[config.mk]
export PLATFORM = sky130hd
export DESIGN_NAME = hs_arith_multi_out_usplitter
export DESIGN_NICKNAME = d
export VERILOG_FILES = /design/src/rtl/hs_arith_multi_out_usplitter.sv
export SDC_FILE = /design/constraint.sdc
export NUM_CORES = 1
export LEC_CHECK = 0
export BUFFER_PORTS_ARGS = -buffer_cell sky130_fd_sc_hd__buf_2
export CAP_MARGIN = 30
export CORE_MARGIN = 10
export CORE_UTILIZATION = 39
export CTS_BUF_LIST = sky130_fd_sc_hd__clkbuf_2 sky130_fd_sc_hd__clkbuf_4 sky130_fd_sc_hd__clkbuf_8
export DETAILED_ROUTE_END_ITERATION = 7
export PLACE_DENSITY = 0.75
export SLEW_MARGIN = 0
export SYNTH_ARGS = -nofsm -noshare
export SYNTH_HDL_FRONTEND = slang
export SYNTH_SLANG_ARGS = --single-unit
[constraint.sdc]
create_clock -name clk -period 4.85 [get_ports clk]
set_clock_uncertainty 0.15 [all_clocks]
set_input_delay 0.97 -clock clk [delete_from_list [all_inputs] [get_ports clk]]
set_output_delay 0.97 -clock clk [all_outputs]
set_load 0.03 [all_outputs]
[src/rtl/hs_arith_multi_out_usplitter.sv]
// Splits one unsigned total into OUTPUT_NUM words, one per output handshake.
// Greedy lane-0-first fill: word k = min(remaining, EACH_OUTPUT_MAX), totals above OUTPUT_MAX saturate.
module hs_arith_multi_out_usplitter #(
  parameter  int DATA_WIDTH  = 4,
  parameter  int OUTPUT_NUM  = 4,
  localparam int OUTPUT_NUM_W = $clog2(OUTPUT_NUM + 1),
  localparam int MAX_W        = DATA_WIDTH + OUTPUT_NUM_W,
  localparam logic [DATA_WIDTH-1:0] EACH_OUTPUT_MAX = '1,
  localparam logic [MAX_W-1:0] OUTPUT_MAX = MAX_W'(OUTPUT_NUM) * MAX_W'(EACH_OUTPUT_MAX),
  localparam int TOTAL_WIDTH = $clog2({1'b0, OUTPUT_MAX} + 1'b1),
  localparam int INDEX_WIDTH = $clog2(OUTPUT_NUM)
) (
  input  logic                   clk,
  input  logic                   rst_n,
  input  logic                   in_valid,
  output logic                   in_ready,
  input  logic [TOTAL_WIDTH-1:0] in_total,
  output logic                   out_valid,
  input  logic                   out_ready,
  output logic [DATA_WIDTH-1:0]  out_data,
  output logic [INDEX_WIDTH-1:0] out_index,
  output logic                   out_last,
  output logic                   out_ovf
);

  localparam logic [TOTAL_WIDTH-1:0] OUTPUT_MAX_T = OUTPUT_MAX[TOTAL_WIDTH-1:0];
  localparam logic [TOTAL_WIDTH-1:0] EACH_MAX_T   = TOTAL_WIDTH'(EACH_OUTPUT_MAX);
  localparam logic [INDEX_WIDTH-1:0] LAST_IDX     = INDEX_WIDTH'(OUTPUT_NUM - 1);

  typedef enum logic {
    S_IDLE = 1'b0,
    S_EMIT = 1'b1
  } state_e;

  state_e                 state_q, state_d;
  logic [TOTAL_WIDTH-1:0] rem_q, rem_d;
  logic [INDEX_WIDTH-1:0] idx_q, idx_d;
  logic                   ovf_q, ovf_d;
  logic                   in_fire;
  logic                   out_fire;
  logic                   at_last;

  assign in_fire  = in_valid & in_ready;
  assign out_fire = out_valid & out_ready;
  assign at_last  = (idx_q == LAST_IDX);

  // State register
  // NOTE: sequential state uses non-blocking assignments so every flop samples pre-edge values.
  always_ff @(posedge clk or negedge rst_n) begin
    if (!rst_n) begin
      state_q <= S_IDLE;
    end else begin
      state_q <= state_d;
    end
  end

  // Next-state logic
  // NOTE: every combinational output gets a default first, so no path can infer a latch.
  always_comb begin
    state_d = state_q;
    unique case (state_q)
      S_IDLE: if (in_fire) state_d = S_EMIT;
      S_EMIT: if (out_fire && at_last) state_d = S_IDLE;
      default: state_d = S_IDLE;
    endcase
  end

  // Outputs decode registered state only, so in_ready has no path from out_ready.
  always_comb begin
    in_ready  = (state_q == S_IDLE);
    out_valid = (state_q == S_EMIT);
    out_data  = (rem_q > EACH_MAX_T) ? EACH_OUTPUT_MAX : rem_q[DATA_WIDTH-1:0];
    out_index = idx_q;
    out_last  = (state_q == S_EMIT) && at_last;
    out_ovf   = ovf_q;
  end

  // Datapath: load on acceptance, drain one word per output handshake.
  always_comb begin
    rem_d = rem_q;
    idx_d = idx_q;
    ovf_d = ovf_q;
    if (in_fire) begin
      rem_d = (in_total > OUTPUT_MAX_T) ? OUTPUT_MAX_T : in_total;
      ovf_d = (in_total > OUTPUT_MAX_T);
      idx_d = '0;
    end else if (out_fire) begin
      // out_data never exceeds rem_q, so this subtraction cannot underflow.
      rem_d = rem_q - TOTAL_WIDTH'(out_data);
      idx_d = at_last ? '0 : idx_q + 1'b1;
    end
  end

  always_ff @(posedge clk or negedge rst_n) begin
    if (!rst_n) begin
      rem_q <= '0;
      idx_q <= '0;
      ovf_q <= 1'b0;
    end else begin
      rem_q <= rem_d;
      idx_q <= idx_d;
      ovf_q <= ovf_d;
    end
  end

endmodule

==> Word-level counts from Yosys, hierarchy flattened <==
Cells that the tools add are included.
{ "totals": {"regBits": 10, "out_inout_bits": 10, "in_bits": 10} }
{ "op_classes": {"eq_ne": 1, "order_cmp": 2, "bitwise": 3, "add_sub_neg": 2, "n_reduce_logical": 3, "muxes": 10} }
{ "op_table": {"columns": ["cell", "count"], "rows": [
  ["6-bit 2-to-1 mux", 3],
  ["6-bit by 4-bit greater-than comparator with 1-bit output, second input constant", 1],
  ["6-bit greater-than comparator, second input constant", 1],
  ["2-bit 2-to-1 mux", 3],
  ["6-bit by 4-bit subtractor with 6-bit output", 1],
  ["4-bit 2-to-1 mux", 1],
  ["2-bit by 1-bit adder with 2-bit output, second input constant", 1],
  ["1-bit AND", 2],
  ["2-bit == test, second input constant", 1],
  ["1-bit logical AND", 2],
  ["1-bit 2-to-1 mux", 2],
  ["1-bit one-hot mux with 2 select lines", 1],
  ["2-bit nonzero test", 1],
  ["1-bit inverter", 1]
]} }

==> Logic depth before layout (Yosys ltp) <==
{ "depth": {"word_depth": 5, "ltp_mapped": 7, "mapped_depth_nobuf": 6} }

==> Least setup slack after synthesis <==
Ideal clock, no wire load.
{ "synth_timing": {"path_kind": "register to output", "startpoint": "register idx_q[0], in the netlist out_index[0]", "endpoint": "output port out_last", "arrival_time_ns": 1.041, "path_stages_with_launch": 3, "path_slack_ns": 2.689, "cell_sequence": "dfrtp_1 ha_1 and2_1"} }
{ "synth_between": {"elab_chain_cells": 2} }
{ "synth_rtl": {"columns": ["item", "line", "source"], "rows": [
  ["start, declared", "37", "logic [INDEX_WIDTH-1:0] idx_q, idx_d;"],
  ["start signal, assigned", "101", "idx_q <= idx_d;"],
  ["2-bit == test", "45", "assign at_last = (idx_q == LAST_IDX);"],
  ["1-bit logical AND", "74", "out_last = (state_q == S_EMIT) && at_last;"],
  ["end, declared", "22", "output logic out_last,"]
]} }
Every way passes these cells.

==> Worst setup path after layout <==
{ "layout_timing": {"startpoint": "register rem_q[4]", "endpoint": "output port out_data[1]"} }
{ "layout_between": {"elab_chain_cells": 2} }
{ "layout_rtl": {"columns": ["item", "line", "source"], "rows": [
  ["start, declared", "36", "logic [TOTAL_WIDTH-1:0] rem_q, rem_d;"],
  ["start signal, assigned", "100", "rem_q <= rem_d;"],
  ["6-bit by 4-bit greater-than comparator with 1-bit output", "72", "out_data = (rem_q > EACH_MAX_T) ? EACH_OUTPUT_MAX : rem_q[DATA_WIDTH-1:0];"],
  ["4-bit 2-to-1 mux", "72", null],
  ["end, declared", "20", "output logic [DATA_WIDTH-1:0] out_data,"]
]} }
Every way passes these cells.

==> metrics.csv <==
stage,metric,value,unit
yosys,yosys_warnings,0,
flow_run,maxCapViolations,0,
drt,vias_per_cell,5.66,
grt,gr-total-overflow,0,
sta,finalCriticalPeriod,2500,ps
worst_setup_path,startpoint_type,flip-flop,
worst_setup_path,cpPeakStageDelay,460,ps
sta,fin_hold_ws,350,ps
yosys,synth_flop_cell,dfrtp_1,
worst_setup_path,rr_worst_depth,6,
yosys,yosysTopAreaCell,dfrtp_1,
grt,first_global_vias,580,
finish,final_layout_size_suffix_gt1_share,41.2,%
sta,fin_setup_tns,0,ps
cts,clk_latency,270,ps
yosys,synth_cells,65,
sta,relSlewSlack,75.9,%
floorplan,die_h,60.6,µm
worst_hold_path,hp-start,out_ovf,
cts,cts_made_buffers,3,
finish,area_delta_synth_final,19.5,%
sta,finalCritPeriodShare,51.6,%
yosys,synth_cell_types,32,
yosys,synth.top_cell.area_share,39.0,%
floorplan,rows,14,
worst_setup_path,crit_chain,"or3_2, buf_2",
floorplan,core_area,1520,µm²
yosys,synth_compound_area_share,16.8,%
yosys,avgSynthCellArea,9.87,µm²
power,p_per_area,744,nW/µm²
sta,fmax,400,MHz
grt,grt_max_degree,13,
cts,htree_levels,1,
sta,worstMarginPinSlew,359,ps
cts,clk_pin_slew,80,ps
sta,slew_viol_final,0,
power,peakVddDrop,0.384,mV
yosys,synthArstFlopShare,100,%
worst_hold_path,whs_path_depth,2,
power,power_frac_seq,29.9,%
worst_setup_path,criticalPathCategory,flip-flop to output port,
power,p_switching,276,µW
worst_setup_path,required,3730,ps
worst_setup_path,crit_fanout,9,
cts,cts.sinks,10,
yosys,muxShareOfSynthArea,6.63,%
power,power_leakage,0.000388,µW
drt,drc,0,
worst_setup_path,endpoint_kind,output port,
worst_setup_path,critPathSlowestCell,dfrtp_1,
sta,setup_viol,0,
yosys,synth-edff-count,0,
power,sw_frac_of_total,48.3,%
drt,ant_nets,0,
yosys,synth_top_family_by_area,simple AND/OR/NAND/NOR gates,
drt,routedWlPerCell,16.2,µm
worst_setup_path,worstPathArrival,1380,ps
sta,rsz0062_at_grt,false,
place,io_buffers,19,
floorplan,fp.dieW,60.6,µm
cts,post_cts_resized,0,
yosys,ys_seq_elements,10,
drt,num_vias,572,
grt,grt_pass1_wl,2550,µm
drt,drtIter0Drc,7,
yosys,synth-simple-area-share,28.5,%
yosys,seq_area_frac_synth,39.0,%
cts,cts_hold_buf,0,
yosys,yosysMostFrequentCell,dfrtp_1,
finish,fin_nets,98,
yosys,synthTopCellsByArea,"dfrtp_1 (39%), nand3_1 (5.5%), nand2_1 (4.1%)",
yosys,syn-num-nets,77,
cts,post_cts_buffers,0,
drt,finalWirelength,1630,µm
worst_setup_path,cp_num_buf_inv,1,
finish,antenna_cells,0,
finish,fin_util,50.3,%
status,outcome,"complete, no violations",
worst_setup_path,r2r-start,rem_q[4],
worst_setup_path,worst-path-stages,2,
yosys,synthTopCellsByCount,"dfrtp_1 (10), nand2_1 (7), nand3_1 (7), nor2_1 (3), or3_2 (3)",
power,report.power.total,571,µW
yosys,syn_area,642,µm²
power,clkPwrFrac,13.8,%
sta,hold_viol_final,0,
place,place_congestion,0.782,
worst_hold_path,hold_path.class,flip-flop to flip-flop,
drt,dr.pass1.iters,4,
cts,ctsLongestPathBuffers,2,
worst_setup_path,cp_top_family,flip-flops,
yosys,synth_xor_area_share,0,%
cts,root_buffer,clkbuf_4,
cts,cts_tree,done,
grt,track_usage,8.95,%
floorplan,start_util,42.1,%
floorplan,dieArea,3670,µm²
power,pwr-share-comb,56.3,%
worst_setup_path,cp-startpoint,rem_q[4],
power,p_int,295,µW
grt,antenna_found_initial,0,
yosys,synth_adder_area_share,3.90,%
place,post-dp-hpwl,1260,µm
floorplan,io-pin-count,20,
==> worst reg2reg max path, delay by kind of cell, from the launching register on <==
kind / cells / cell delay [ps]
simple gates: 3 / 560
flops: 1 / 460
mux: 1 / 270
compound gates: 1 / 140
fa+ha+maj: 1 / 220
==> cell usage in the layout (no fill, tap or decap), drive strengths merged, types with 3 or more instances in the layout <==
cell    netlist  routed
buf           3      19
dfrtp        10      10
nand2         8       8
nand3         7       7
clkbuf        0       4
nor2          3       3
or3           3       3
==> state kept, by name, summed over array words and instances, names as in the netlist <==
signal	cells
rem_q	6
out_ovf	1
out_valid	1
out_index	2
==> cell families (layout without fill, tap and decap cells) <==
logic type	Yosys count	count (layout)
buf+inv	5	25
simple gates	31	31
mux	4	4
compound gates	13	13
flops	10	10
fa+ha+maj	2	2
==> final cells by class <==
class,count,area [µm²]
multi-input combinational,50,358
tap,16,20.0
clock buffer,4,36.3
timing repair buffer,19,95.1
sequential,10,250
fill,156,757
inverter,2,7.51
==> through the flow <==
stage | area [µm²] | setup WS [ps] | std cells
floorplan | 642 | 2690 | 65
finish | 767 | 2350 | 101
global placement | 731 | 2660 | 97
global route | 767 | 2300 | 101
CTS | 767 | 2340 | 101
detailed placement | 731 | 2640 | 97
==> power groups by stage <==
stage	combinational, µW	clock [µW]	sequential (µW)
final	321	78.8	171
after global routing	351	82.3	177
after CTS	325	79.7	171
after detailed placement	324	0	172
after global placement	317	0	168
after floorplan	241	0	180
==> final timing paths <==
path                                     to  slack, ps
worst max-delay path            out_data[1]       2350
worst min register to register      out_ovf        350
worst min-delay path                out_ovf        350
worst max register to register     rem_q[2]       2960
min in group asynchronous          rem_q[3]        390
max in group asynchronous          rem_q[1]       3950
==> layer usage <==
| metal | part of all wire, % | track usage (%) |
|---|---|---|
| met5 | 0 | 0 |
| met4 | 0 | 4.70 |
| met3 | 7.4 | 3.34 |
| met2 | 44 | 13.7 |
| met1 | 48 | 10.6 |
(Power assumes the default switching activity.)
